<file path="src/rtl/sdr_app_cmdq_pkg.sv">
// Shared SDRAM application defines: default widths and command-entry layout.
package sdr_app_cmdq_pkg;

   localparam int unsigned SDR_ADDR_WIDTH = 21;
   localparam int unsigned SDR_DATA_WIDTH = 32;
   localparam int unsigned SDR_DM_WIDTH   = 4;
   localparam int unsigned SDR_DEPTH_LOG2 = 4;

   // Command entry layout, MSB first: {we, addr, dm, din}
   typedef struct packed {
      logic                      we;
      logic [SDR_ADDR_WIDTH-1:0] addr;
      logic [SDR_DM_WIDTH-1:0]   dm;
      logic [SDR_DATA_WIDTH-1:0] din;
   } sdr_cmd_t;

   // Width of one packed {we, addr, dm, din} entry for arbitrary field widths
   function automatic int unsigned cmd_entry_width(input int unsigned aw,
                                                   input int unsigned dw,
                                                   input int unsigned mw);
      return 1 + aw + mw + dw;
   endfunction

endpackage

</file>
<file path="src/rtl/sdr_cmd_fifo.sv">
// Synchronous FIFO with show-ahead head; a write to a full FIFO is accepted
// when a read happens in the same cycle.
module sdr_cmd_fifo #(
   parameter int unsigned WIDTH      = 58,
   parameter int unsigned DEPTH_LOG2 = 4
) (
   input  logic                  Clk,
   input  logic                  Rst_n,
   input  logic                  wr_en,
   input  logic [WIDTH-1:0]      wr_data,
   input  logic                  rd_en,
   output logic [WIDTH-1:0]      rd_data_c,
   output logic                  full_c,
   output logic                  empty_c,
   output logic [DEPTH_LOG2:0]   level
);

   localparam int unsigned DEPTH = 1 << DEPTH_LOG2;
   localparam int unsigned LVL_W = DEPTH_LOG2 + 1;

   logic [WIDTH-1:0]      mem [DEPTH];
   logic [DEPTH_LOG2-1:0] wr_ptr;
   logic [DEPTH_LOG2-1:0] rd_ptr;
   logic                  wr_ok_c;
   logic                  rd_ok_c;

   assign full_c    = (level == LVL_W'(DEPTH));
   assign empty_c   = (level == '0);
   assign rd_data_c = mem[rd_ptr];

   // Qualify push/pop against occupancy
   always_comb begin
      rd_ok_c = rd_en & ~empty_c;
      wr_ok_c = wr_en & (~full_c | rd_ok_c);
   end

   // Storage array, no reset needed
   always_ff @(posedge Clk) begin
      if (wr_ok_c) mem[wr_ptr] <= wr_data;
   end

   // Pointers wrap naturally modulo depth; level tracks occupancy
   always_ff @(posedge Clk or negedge Rst_n) begin
      if (!Rst_n) begin
         wr_ptr <= '0;
         rd_ptr <= '0;
         level  <= '0;
      end else begin
         if (wr_ok_c) wr_ptr <= wr_ptr + DEPTH_LOG2'(1);
         if (rd_ok_c) rd_ptr <= rd_ptr + DEPTH_LOG2'(1);
         case ({wr_ok_c, rd_ok_c})
            2'b10:   level <= level + LVL_W'(1);
            2'b01:   level <= level - LVL_W'(1);
            default: level <= level;
         endcase
      end
   end

endmodule

</file>
<file path="src/rtl/sdr_app_cmdq.sv">
// Application command queue: arbitrates write/read requests into one in-order
// FIFO and presents the head through a valid/ready output register.
module sdr_app_cmdq
   import sdr_app_cmdq_pkg::*;
#(
   parameter int unsigned ADDR_WIDTH = SDR_ADDR_WIDTH,
   parameter int unsigned DATA_WIDTH = SDR_DATA_WIDTH,
   parameter int unsigned DM_WIDTH   = SDR_DM_WIDTH,
   parameter int unsigned DEPTH_LOG2 = SDR_DEPTH_LOG2
) (
   input  logic                  Clk,
   input  logic                  Rst_n,
   input  logic                  Sdr_init_done,
   input  logic                  Sdr_init_ref_vld,
   input  logic                  App_wr_en,
   input  logic [ADDR_WIDTH-1:0] App_wr_addr,
   input  logic [DM_WIDTH-1:0]   App_wr_dm,
   input  logic [DATA_WIDTH-1:0] App_wr_din,
   input  logic                  App_rd_en,
   input  logic [ADDR_WIDTH-1:0] App_rd_addr,
   output logic                  Sdr_cmd_vld,
   output logic                  Sdr_cmd_we,
   output logic [ADDR_WIDTH-1:0] Sdr_cmd_addr,
   output logic [DM_WIDTH-1:0]   Sdr_cmd_dm,
   output logic [DATA_WIDTH-1:0] Sdr_cmd_din,
   input  logic                  Sdr_cmd_rdy,
   output logic [DEPTH_LOG2:0]   Q_level,
   output logic                  Q_ovf,
   output logic                  Req_coll
);

   localparam int unsigned ENTRY_W = cmd_entry_width(ADDR_WIDTH, DATA_WIDTH, DM_WIDTH);

   logic [ENTRY_W-1:0] push_entry_c;
   logic [ENTRY_W-1:0] head_entry_c;
   logic               push_c;
   logic               pop_c;
   logic               q_full_c;
   logic               q_empty_c;

   // Request arbitration (write wins a collision) and output-register load condition
   always_comb begin
      push_c       = App_wr_en | App_rd_en;
      push_entry_c = {1'b0, App_rd_addr, {DM_WIDTH{1'b0}}, {DATA_WIDTH{1'b0}}};
      if (App_wr_en) push_entry_c = {1'b1, App_wr_addr, App_wr_dm, App_wr_din};
      pop_c = (~Sdr_cmd_vld | Sdr_cmd_rdy) & ~q_empty_c &
              Sdr_init_done & ~Sdr_init_ref_vld;
   end

   sdr_cmd_fifo #(
      .WIDTH      (ENTRY_W),
      .DEPTH_LOG2 (DEPTH_LOG2)
   ) u_fifo (
      .Clk       (Clk),
      .Rst_n     (Rst_n),
      .wr_en     (push_c),
      .wr_data   (push_entry_c),
      .rd_en     (pop_c),
      .rd_data_c (head_entry_c),
      .full_c    (q_full_c),
      .empty_c   (q_empty_c),
      .level     (Q_level)
   );

   // Output register: load head when free or handing off, else hold until accepted
   always_ff @(posedge Clk or negedge Rst_n) begin
      if (!Rst_n) begin
         Sdr_cmd_vld  <= 1'b0;
         Sdr_cmd_we   <= 1'b0;
         Sdr_cmd_addr <= '0;
         Sdr_cmd_dm   <= '0;
         Sdr_cmd_din  <= '0;
      end else if (pop_c) begin
         Sdr_cmd_vld  <= 1'b1;
         Sdr_cmd_we   <= head_entry_c[ENTRY_W-1];
         Sdr_cmd_addr <= head_entry_c[ENTRY_W-2 -: ADDR_WIDTH];
         Sdr_cmd_dm   <= head_entry_c[DATA_WIDTH +: DM_WIDTH];
         Sdr_cmd_din  <= head_entry_c[DATA_WIDTH-1:0];
      end else if (Sdr_cmd_rdy) begin
         Sdr_cmd_vld  <= 1'b0;
      end
   end

   // Sticky error flags, cleared only by reset
   always_ff @(posedge Clk or negedge Rst_n) begin
      if (!Rst_n) begin
         Q_ovf    <= 1'b0;
         Req_coll <= 1'b0;
      end else begin
         if (push_c & q_full_c & ~pop_c) Q_ovf    <= 1'b1;
         if (App_wr_en & App_rd_en)      Req_coll <= 1'b1;
      end
   end

endmodule

</file>
<file path="config.mk">
export PLATFORM = sky130hd
export DESIGN_NAME = sdr_app_cmdq
export DESIGN_NICKNAME = d
export VERILOG_FILES = /design/src/rtl/sdr_app_cmdq_pkg.sv /design/src/rtl/sdr_cmd_fifo.sv /design/src/rtl/sdr_app_cmdq.sv
export SDC_FILE = /design/constraint.sdc
export NUM_CORES = 1
export LEC_CHECK = 0
export ABC_AREA = 1
export CAP_MARGIN = 20
export CORE_ASPECT_RATIO = 0.75
export CORE_MARGIN = 2
export CORE_UTILIZATION = 35
export CTS_BUF_LIST = sky130_fd_sc_hd__clkbuf_16
export CTS_CLUSTER_DIAMETER = 100
export DETAILED_ROUTE_END_ITERATION = 12
export PLACE_DENSITY = 0.48
export SYNTH_ARGS = -nofsm -noshare
export SYNTH_HDL_FRONTEND = slang
export SYNTH_SLANG_ARGS = --single-unit
</file>
<file path="constraint.sdc">
create_clock -name Clk -period 5.15 [get_ports Clk]
set_input_delay 0.515 -clock Clk [delete_from_list [all_inputs] [get_ports Clk]]
set_output_delay 0.515 -clock Clk [all_outputs]
set_load 0.01 [all_outputs]
</file>
==> results.py, run 1 <==
metrics = {
    "power_and_ir_drop": {
        "p_per_area_nw_per_um2": 575,
        "switching_power_mw": 9.53,
        "swShare_pct": 36.4,
        "pwr-share-clk_pct": 26.9,
        "intPower_mw": 16.7,
        "combPwrFrac_pct": 31.4,
        "leakagePower_nw": 15.1,
        "vdd_drop_max_mv": 0.650,
        "p_seq_share_pct": 41.6,
    },
    "critical_path": {
        "cp_max_fo": 21,
        "reg2reg_depth": 9,
        "cp.required_ns": 5.48,
        "critPathCaptureType": "flip-flop",
        "arrival_ns": 3.39,
        "r2r-start": "u_fifo.level[2]",
        "worst_setup_path_start_kind": "flip-flop",
        "path_class": "flip-flop to flip-flop",
        "startpoint": "u_fifo.level[2]",
    },
    "final_layout": {
        "drive_gt1_share_pct": 7.89,
        "area_delta_synth_final_pct": 15.8,
        "fillerInstances": 10300,
        "num_antenna_cells": 0,
        "nNetsFinal": 3106,
        "regArea_um2": 29700,
        "multiInputGateArea_um2": 8390,
    },
    "cts": {
        "clock_sink_count": 1002,
        "htree_levels": 3,
        "cts_setup_buffers": 0,
        "cts_tree": "done",
        "cts_buffers": 101,
        "path_clk_slew_ns": 0.06,
        "clockBufferDepth": 3,
        "clk_latency_ns": 0.68,
        "cts_root_buf": "clkbuf_16",
    },
    "route": {
        "wl_per_cell_um": 24.0,
        "drt-vias-per-instance": 5.32,
        "drt-total-wl_mm": 111,
        "drt_iter0_drc": 2323,
        "first_pass_iters": 5,
        "drc": 0,
        "num_vias": 24600,
        "ant_nets": 0,
    },
    "synthesis": {
        "ys_ff_latch": 1002,
        "yosysMostFrequentCell": "edfxtp_1",
        "synth_top_area_cell": "edfxtp_1",
        "syn-mean-instance-area_um2": 13.5,
        "synth_area_leaders": "edfxtp_1 71%, o21ai_0 5.9%, nor2_1 5.1%, dfrtp_1 4.7%, o221ai_1 3.5%",
        "synthTopCellsByCount": "928 x edfxtp_1, 540 x nor2_1, 466 x o21ai_0, 158 x o221ai_1, 106 x nand2_1",
        "synthArstFlopShare_pct": 7.39,
        "synth-edff-count": 928,
        "ys_types": 35,
        "synth_area_um2": 39400,
        "synth_warnings": 0,
        "syn_inst": 2927,
        "syn_nets": 3018,
        "synthFlopType": "edfxtp_1",
        "synth.top_cell.area_share_pct": 70.8,
        "ys_seq_area_share_pct": 75.5,
    },
    "min_path": {
        "hold_path_depth": 2,
        "min_from": "Sdr_cmd_rdy",
        "worstHoldPathType": "input port to flip-flop",
    },
    "sta": {
        "tightest_slew_ns": 1.30,
        "final.min_clock_period_ns": 3.06,
        "max_freq_mhz": 327,
        "rsz0062_at_grt": "no",
        "final-setup-viol-count": 0,
        "final-max-slew-violation-count": 0,
        "max_slew_margin_pct": 13.3,
        "setup_ws_ns": 2.09,
        "clock_skew_ns": 0.0247,
        "fin_crit_sh_pct": 59.4,
        "tns_ns": 0,
        "hold_viol": 0,
    },
    "outcome": {
        "outcome": "complete, no violations",
    },
    "global_route": {
        "grt_pass1_wl_mm": 163,
        "antenna_found_initial": 1,
        "grt_max_degree": 229,
        "grt_pass1_vias": 24500,
        "gr-total-overflow": 0,
        "track_usage_pct": 19.0,
    },
    "floorplan": {
        "coreArea_um2": 112000,
        "die_x_um": 391,
        "die_y_um": 294,
        "num_io_pins": 151,
        "start_util_pct": 35.3,
        "num_rows": 106,
        "die_area_um2": 115000,
    },
    "placement": {
        "hpwlAfterDp_mm": 55.8,
        "io_buffers": 150,
        "dp_slack_ns": 1.47,
        "place.gp.congestion": 0.753,
    },
    "run": {
        "cap_violations": 0,
    },
}
-- sequential cells by signal, indices dropped and copies added (netlist names) --
name and flops:
Sdr_cmd_din 32, u_fifo.rd_ptr 4, Sdr_cmd_dm 4, u_fifo.wr_ptr 4, Sdr_cmd_vld 1, Req_coll 1, Sdr_cmd_we 1, Sdr_cmd_addr 21
Q_ovf 1, u_fifo.mem 928, u_fifo.level 5
-- logic make-up after synthesis --
| logic type | share of synthesized area [%] |
|---|---|
| fa+ha+maj | 0.191 |
| mux | 0.601 |
| simple gates | 7.56 |
| compound gates | 12.5 |
| flops | 75.5 |
| xor+xnor | 0.200 |
| buf+inv | 3.52 |
-- timing repair --
| action | in CTS | in global routing |
|---|---|---|
| hold buffers | 1 | 0 |
| gates resized for setup | 0 | 0 |
| hold endpoints to repair | 18 | 0 |
-- cell type report --
type                    instances  share of cell area [%]
multi-input cells            1618                    18.4
repair buffers                195                    4.43
clock inverters                91                    1.44
inverters                      97                   0.859
clock buffers                 101                    5.54
well taps                    1512                    4.15
flip-flops and latches       1002                    65.2
-- worst max-delay path: stages (launching register included) --
cell     delay, ns
dfrtp_1       0.47
nor2_2        0.09
nand3_2       0.13
nand2_4       0.11
nand4_2       0.10
nand2_2       0.08
inv_2         0.19
nand2_1       0.29
nor2_4        0.79
buf_4         0.42
-- per-layer routing --
metal / share of wire, % / GRT usage [%] / vias to the layer above / wire length (um)
li1: - / - / 11100 / -
met1: 48 / 28.2 / 12600 / 52700
met2: 45 / 29.3 / 705 / 50000
met3: 5.2 / 2.78 / 140 / 5740
met4: 2.0 / 4.63 / 0 / 2210
met5: 0 / 0 / - / 0
-- cell usage in the layout, fill, tap and decap left out, types with 2 or more instances in the layout --
| cell | synthesis | final |
|---|---|---|
| nand4_1 | 5 | 5 |
| buf_4 | 14 | 32 |
| inv_1 | 90 | 120 |
| o21ai_1 | 40 | 40 |
| ha_1 | 6 | 6 |
| nand2_2 | 3 | 3 |
| a31oi_1 | 58 | 58 |
| o221ai_1 | 158 | 158 |
| o21ai_0 | 466 | 466 |
| clkdlybuf4s50_1 | 0 | 148 |
| clkinvlp_4 | 0 | 6 |
| edfxtp_1 | 928 | 928 |
| xor2_1 | 9 | 9 |
| bufinv_16 | 0 | 7 |
| clkbuf_16 | 0 | 101 |
| nand3_2 | 2 | 2 |
| mux2_2 | 21 | 21 |
| nor2_1 | 540 | 524 |
| o22ai_1 | 37 | 37 |
| nor2_2 | 3 | 3 |
| dfrtp_1 | 74 | 71 |
| inv_4 | 0 | 2 |
| clkinv_1 | 1 | 22 |
| dfrtp_4 | 0 | 3 |
| clkinv_8 | 0 | 4 |
| nand2_1 | 106 | 106 |
| inv_6 | 0 | 6 |
| nand3_1 | 82 | 82 |
| nor2_4 | 1 | 17 |
| a21oi_1 | 74 | 74 |
| inv_2 | 4 | 2 |
| clkinv_2 | 2 | 17 |
| nand2_4 | 2 | 2 |
| buf_12 | 0 | 13 |
-- power groups by stage --
stage | Sequential (mW) | Clock [mW] | Combinational [mW]
floorplan | 11.0 | 0 | 5.05
global placement | 11.1 | 0 | 8.18
detailed placement | 11.1 | 0 | 8.33
global route | 11.0 | 7.53 | 9.11
CTS | 10.9 | 7.22 | 8.35
finish | 10.9 | 7.06 | 8.24
-- per-stage QoR --
stage | power, mW | instance area [um^2] | std cells | util (%) | hold WS [ns]
6_report | 26.2 | 45600 | 4616 | 40.9 | 0.450
5_1_grt | 27.7 | 45600 | 4616 | 40.9 | 0.435
4_1_cts | 26.5 | 45600 | 4614 | 40.8 | 0.406
3_5_place_dp | 19.4 | 42400 | 4421 | 38.0 | 0.444
3_3_place_gp | 19.2 | 42400 | 4421 | 38.0 | 0.449
2_1_floorplan | 16.0 | 39400 | 2927 | - | 0.219
-- final timing paths --
kind | end | slack (ns)
max | u_fifo.mem[10][8] | 2.09
max reg2reg | u_fifo.mem[10][8] | 2.09
min in group asynchronous | Sdr_cmd_addr[0] | 0.50
min | Sdr_cmd_vld | 0.45
max in group asynchronous | u_fifo.rd_ptr[0] | 3.47
min reg2reg | Req_coll | 0.47
(Power assumes the default switching activity.)
==> run 2: changes to the inputs <==
Clock period 5.15 ns to 2.9 ns, I/O delays scaled along.
==> results.py, run 2 (synthesis results as in run 1) <==
metrics = {
    "floorplan": {
        "num_rows": 106,
        "die_area_um2": 115000,
        "num_io_pins": 151,
        "coreArea_um2": 112000,
        "die_x_um": 391,
        "start_util_pct": 35.3,
        "die_y_um": 294,
    },
    "global_route": {
        "track_usage_pct": 19.2,
        "antenna_found_initial": 3,
        "grt_pass1_vias": 24300,
        "grt_pass1_wl_mm": 164,
        "grt_max_degree": 93,
        "gr-total-overflow": 0,
    },
    "placement": {
        "place.gp.congestion": 0.783,
        "post_dp_cell_area_um2": 43300,
        "hpwlAfterDp_mm": 64.8,
        "io_buffers": 150,
        "dp_cells": 4474,
    },
    "sta": {
        "final.min_clock_period_ns": 2.36,
        "max_freq_mhz": 424,
        "final-max-slew-violation-count": 0,
        "clock_skew_ns": 0.0263,
        "hold_viol": 0,
        "fin_crit_sh_pct": 81.4,
        "tns_ns": 0,
        "rsz0062_at_grt": "no",
        "tightest_slew_ns": 0.824,
        "final-setup-viol-count": 0,
        "max_slew_margin_pct": 45.0,
    },
    "critical_path": {
        "arrival_ns": 2.72,
        "cp_max_fo": 31,
        "worst_setup_path_start_kind": "flip-flop",
        "startpoint": "u_fifo.level[4]",
        "r2r-start": "u_fifo.level[4]",
        "critPathCaptureType": "flip-flop",
        "cp.required_ns": 3.26,
        "path_class": "flip-flop to flip-flop",
    },
    "power_and_ir_drop": {
        "p_per_area_nw_per_um2": 1030,
        "leakagePower_nw": 15.5,
        "vdd_drop_max_mv": 0.549,
        "p_total_mw": 47.7,
    },
    "cts": {
        "cts_root_buf": "clkbuf_16",
        "clock_sink_count": 1002,
        "path_clk_slew_ns": 0.06,
        "cts_tree": "done",
        "clk_latency_ns": 0.70,
        "htree_levels": 3,
        "cts_setup_buffers": 0,
        "clockBufferDepth": 3,
        "cts_buffers": 102,
    },
    "route": {
        "drt-vias-per-instance": 5.32,
        "first_pass_iters": 7,
        "num_vias": 24900,
        "drc": 0,
        "drt_iter0_drc": 2384,
        "drt-total-wl_mm": 112,
        "ant_nets": 0,
        "wl_per_cell_um": 23.9,
    },
    "final_layout": {
        "multiInputGateArea_um2": 8390,
        "area_delta_synth_final_pct": 18.2,
        "final_cells": 4670,
        "largest-register": "u_fifo.mem",
        "fillerInstances": 10200,
        "nNetsFinal": 3159,
        "final_area_um2": 46500,
        "layout_common_cells": "928 x edfxtp_1, 524 x nor2_1, 466 x o21ai_0, 158 x o221ai_1, 148 x clkdlybuf4s50_1",
        "regArea_um2": 29700,
        "top_regs": "u_fifo.mem: 928 flops, Sdr_cmd_din: 32 flops, Sdr_cmd_addr: 21 flops",
        "largest_register_ffs": 928,
        "final_common_cell": "edfxtp_1",
        "drive_gt1_share_pct": 9.28,
    },
    "outcome": {
        "outcome": "complete, no violations",
    },
    "min_path": {
        "worstHoldPathType": "input port to asynchronous set/reset pin",
    },
    "run": {
        "cap_violations": 0,
    },
}
## run 2: final cells by class
cell class              count  area share [%]
flip-flops and latches   1002            63.9
multi-input cells        1618            18.0
repair buffers            247            6.32
clock buffers             105            5.65
well taps                1512            4.07
clock inverters            87            1.18
inverters                  97           0.842
diodes                      2          0.0108
## run 2: critical path, stage by stage, from the launching register on
cell	delay (ns)
dfrtp_1	0.48
inv_1	0.08
nand3_2	0.15
nand2_4	0.11
nand4_2	0.10
nand2_2	0.14
inv_2	0.13
nand2_1	0.24
nor2_4	0.29
buf_12	0.28
## run 2: report_power, final
| group | switching (mW) | internal, mW |
|---|---|---|
| clock | 5.51 | 7.07 |
| combinational | 10.9 | 4.99 |
| sequential | 0.907 | 18.4 |
## run 2: final timing paths
kind / to / slack [ns] / cells after the start
setup / recovery: u_fifo.mem[5][4] / 0.54 / 9
hold / removal: u_fifo.level[1] / 0.17 / 2
setup reg to reg: u_fifo.mem[5][4] / 0.54 / 9
hold reg to reg: Req_coll / 0.49 / 1
max in group asynchronous: Sdr_cmd_addr[13] / 1.78 / 3
min in group Clk: Sdr_cmd_vld / 0.22 / 2
## run 2: stage by stage
step	hold WS (ns)	setup slack, ns	utilization (%)
final	0.173	0.539	41.7
after global placement	0.360	0.110	38.8
after CTS	0.153	0.549	41.7
after detailed placement	0.370	0.132	38.8
after floorplan	-0.00559	-0.202	-
after global routing	0.181	0.416	41.7
## run 2: metal layers
metal / vias up / wire (um) / global-route usage [%]
li1: 11200 / - / -
met1: 12700 / 53600 / 29.2
met2: 826 / 49200 / 28.6
met5: - / 7 / 0
met3: 119 / 7040 / 3.21
met4: 2 / 1840 / 4.45
## run 2: what timing repair did
item / 4_1_cts / 5_1_grt
endpoints found under the hold margin: 31 / 0
hold buffers: 2 / 0
gates resized for setup: 0 / 0
==> run 3: changes to the inputs <==
Settings changed: PLACE_DENSITY 0.48 to 0.5.
Clock period 2.9 ns to 2.1 ns, I/O delays scaled along.
==> results.py, run 3 (synthesis results as in run 1) <==
metrics = {
    "sta": {
        "max_slew_margin_pct": 55.3,
        "final-max-slew-violation-count": 0,
        "hold_viol": 0,
        "fin_crit_sh_pct": 100,
        "rsz0062_at_grt": "yes",
        "clock_skew_ns": 0.0330,
        "final-setup-viol-count": 1,
        "finalHoldWorstSlack_ns": 0.0494,
        "tightest_slew_ns": 0.669,
        "setup_ws_ns": -0.00459,
        "final.min_clock_period_ns": 2.10,
        "max_freq_mhz": 475,
    },
    "placement": {
        "hpwlAfterDp_mm": 68.1,
        "io_buffers": 150,
        "place.gp.congestion": 0.829,
        "dp_slack_ns": -0.198,
        "dp_cells": 4570,
    },
    "power_and_ir_drop": {
        "intPower_mw": 44.4,
        "pwr-share-clk_pct": 26.8,
        "p_per_area_nw_per_um2": 1430,
        "vdd_drop_max_mv": 0.923,
        "switching_power_mw": 24.4,
        "swShare_pct": 35.4,
        "p_total_mw": 68.7,
        "combPwrFrac_pct": 34.6,
        "p_seq_share_pct": 38.6,
        "leakagePower_nw": 16.1,
    },
    "global_route": {
        "grt_pass1_wl_mm": 165,
        "track_usage_pct": 19.2,
        "gr-total-overflow": 0,
        "grt_pass1_vias": 24900,
        "grt_max_degree": 86,
        "antenna_found_initial": 0,
    },
    "floorplan": {
        "start_util_pct": 35.3,
        "die_x_um": 391,
        "num_rows": 106,
        "coreArea_um2": 112000,
        "die_y_um": 294,
        "num_io_pins": 151,
        "die_area_um2": 115000,
    },
    "final_layout": {
        "largest_register_ffs": 928,
        "layout_common_cells": "928 x edfxtp_1, 523 x nor2_1, 465 x o21ai_0, 157 x o221ai_1, 148 x clkdlybuf4s50_1",
        "fillerInstances": 10100,
        "final_common_cell": "edfxtp_1",
        "nNetsFinal": 3259,
        "largest-register": "u_fifo.mem",
        "drive_gt1_share_pct": 12.9,
        "area_delta_synth_final_pct": 21.8,
        "num_antenna_cells": 0,
        "post-route-util_pct": 43.0,
        "top_regs": "u_fifo.mem: 928 flops, Sdr_cmd_din: 32 flops, Sdr_cmd_addr: 21 flops",
        "final_cells": 4766,
    },
    "outcome": {
        "violations": "negative setup slack",
        "outcome": "finished, violations left",
    },
    "critical_path": {
        "path_cells": "clkinv_8 > buf_4 > nor2_1 > nor2_1 > a21oi_1 > a21oi_1 > o21ai_1 > a31oi_1",
        "reg2reg_depth": 8,
        "max_stage_delay_ns": 0.53,
        "critPathCaptureType": "flip-flop",
        "arrival_ns": 2.68,
        "slowest_stage": "dfrtp_4",
        "reg2reg_slack_ns": -0.005,
        "critPathTopFamily": "compound AO/OA/AOI/OAI gates",
        "worst_setup_path_start_kind": "flip-flop",
        "cp.required_ns": 2.68,
        "cp_max_fo": 38,
        "r2r-start": "u_fifo.rd_ptr[0]",
        "reg2reg_to": "Sdr_cmd_addr[5]",
        "path_class": "flip-flop to flip-flop",
        "crit_buf_inv": 2,
    },
    "route": {
        "drt-vias-per-instance": 5.30,
        "num_vias": 25200,
        "drt_iter0_drc": 2241,
        "wl_per_cell_um": 23.6,
        "ant_nets": 0,
        "first_pass_iters": 7,
        "drt-total-wl_mm": 113,
        "drc": 0,
    },
    "cts": {
        "cts_root_buf": "clkbuf_16",
        "clk_latency_ns": 0.71,
        "cts_tree": "done",
        "clockBufferDepth": 3,
        "clock_sink_count": 1002,
        "path_clk_slew_ns": 0.06,
        "cts_buffers": 99,
        "htree_levels": 3,
    },
    "min_path": {
        "worstHoldPathType": "input port to asynchronous set/reset pin",
    },
    "run": {
        "cap_violations": 0,
    },
}
## run 3: changes by cell type in the layout (fill, tap and decap cells not counted), moves of 3 or more
| cell | previous run | this run |
|---|---|---|
| buf_4 | 40 | 117 |
| buf_12 | 57 | 71 |
| nand2_8 | 0 | 4 |
| inv_1 | 123 | 106 |
| buf_16 | 0 | 4 |
| clkinvlp_4 | 3 | 6 |
| buf_6 | 0 | 5 |
| nand2_1 | 106 | 103 |
| clkbuf_16 | 105 | 102 |
| bufinv_16 | 6 | 16 |
## run 3: metal layers
metal	global-route usage, %	up-vias	part of all wire, %
li1	-	11400	-
met1	28.1	12800	47
met2	30.0	880	46
met3	3.17	126	5.7
met4	4.17	0	1.7
met5	0	-	0
## run 3: power groups by stage
stage               combinational (mW)  sequential, mW  clock [mW]
floorplan                         12.7            26.8           0
global placement                  23.2            26.9           0
detailed placement                23.4            27.0           0
CTS                               23.5            26.6        18.8
global route                      25.9            26.8        19.6
finish                            23.8            26.5        18.4
## run 3: how the worst max path moves through the flow
stage                      from                 to  slack, ns  cells past startpoint
5_1_grt        u_fifo.rd_ptr[0]    Sdr_cmd_din[23]      -0.08                      9
4_1_cts        u_fifo.rd_ptr[0]    Sdr_cmd_addr[4]      0.006                      6
6_report       u_fifo.rd_ptr[0]    Sdr_cmd_addr[5]     -0.005                      8
2_1_floorplan       Sdr_cmd_vld  u_fifo.mem[11][0]      -0.36                      9
3_5_place_dp      Sdr_init_done  u_fifo.mem[1][10]      -0.20                     10
3_3_place_gp   Sdr_init_ref_vld  u_fifo.mem[1][10]      -0.25                     11
## run 3: area by class of cell
type	count	area [um^2]	share of cell area, %
clock buffers	99	2480	5.17
clock inverters	88	910	1.90
inverters	97	399	0.832
multi-input cells	1618	8500	17.7
flip-flops and latches	1002	29700	62.0
well taps	1512	1890	3.95
repair buffers	350	4040	8.43
## run 3: metrics by stage
stage               setup TNS, ns  cell area (um^2)
finish                   -0.00459             48000
global route               -0.471             48000
CTS                             0             47800
detailed placement         -55.11             44300
global placement           -84.91             44300
floorplan                 -311.15             39600
## run 3: repair_timing
action                     4_1_cts  5_1_grt
setup endpoints to repair        1      150
gates cloned                     0        3
resized for setup                1       16
hold endpoints to repair        75        0
hold buffers                     2        0
setup buffers                    0        4
pin swaps                        0        1
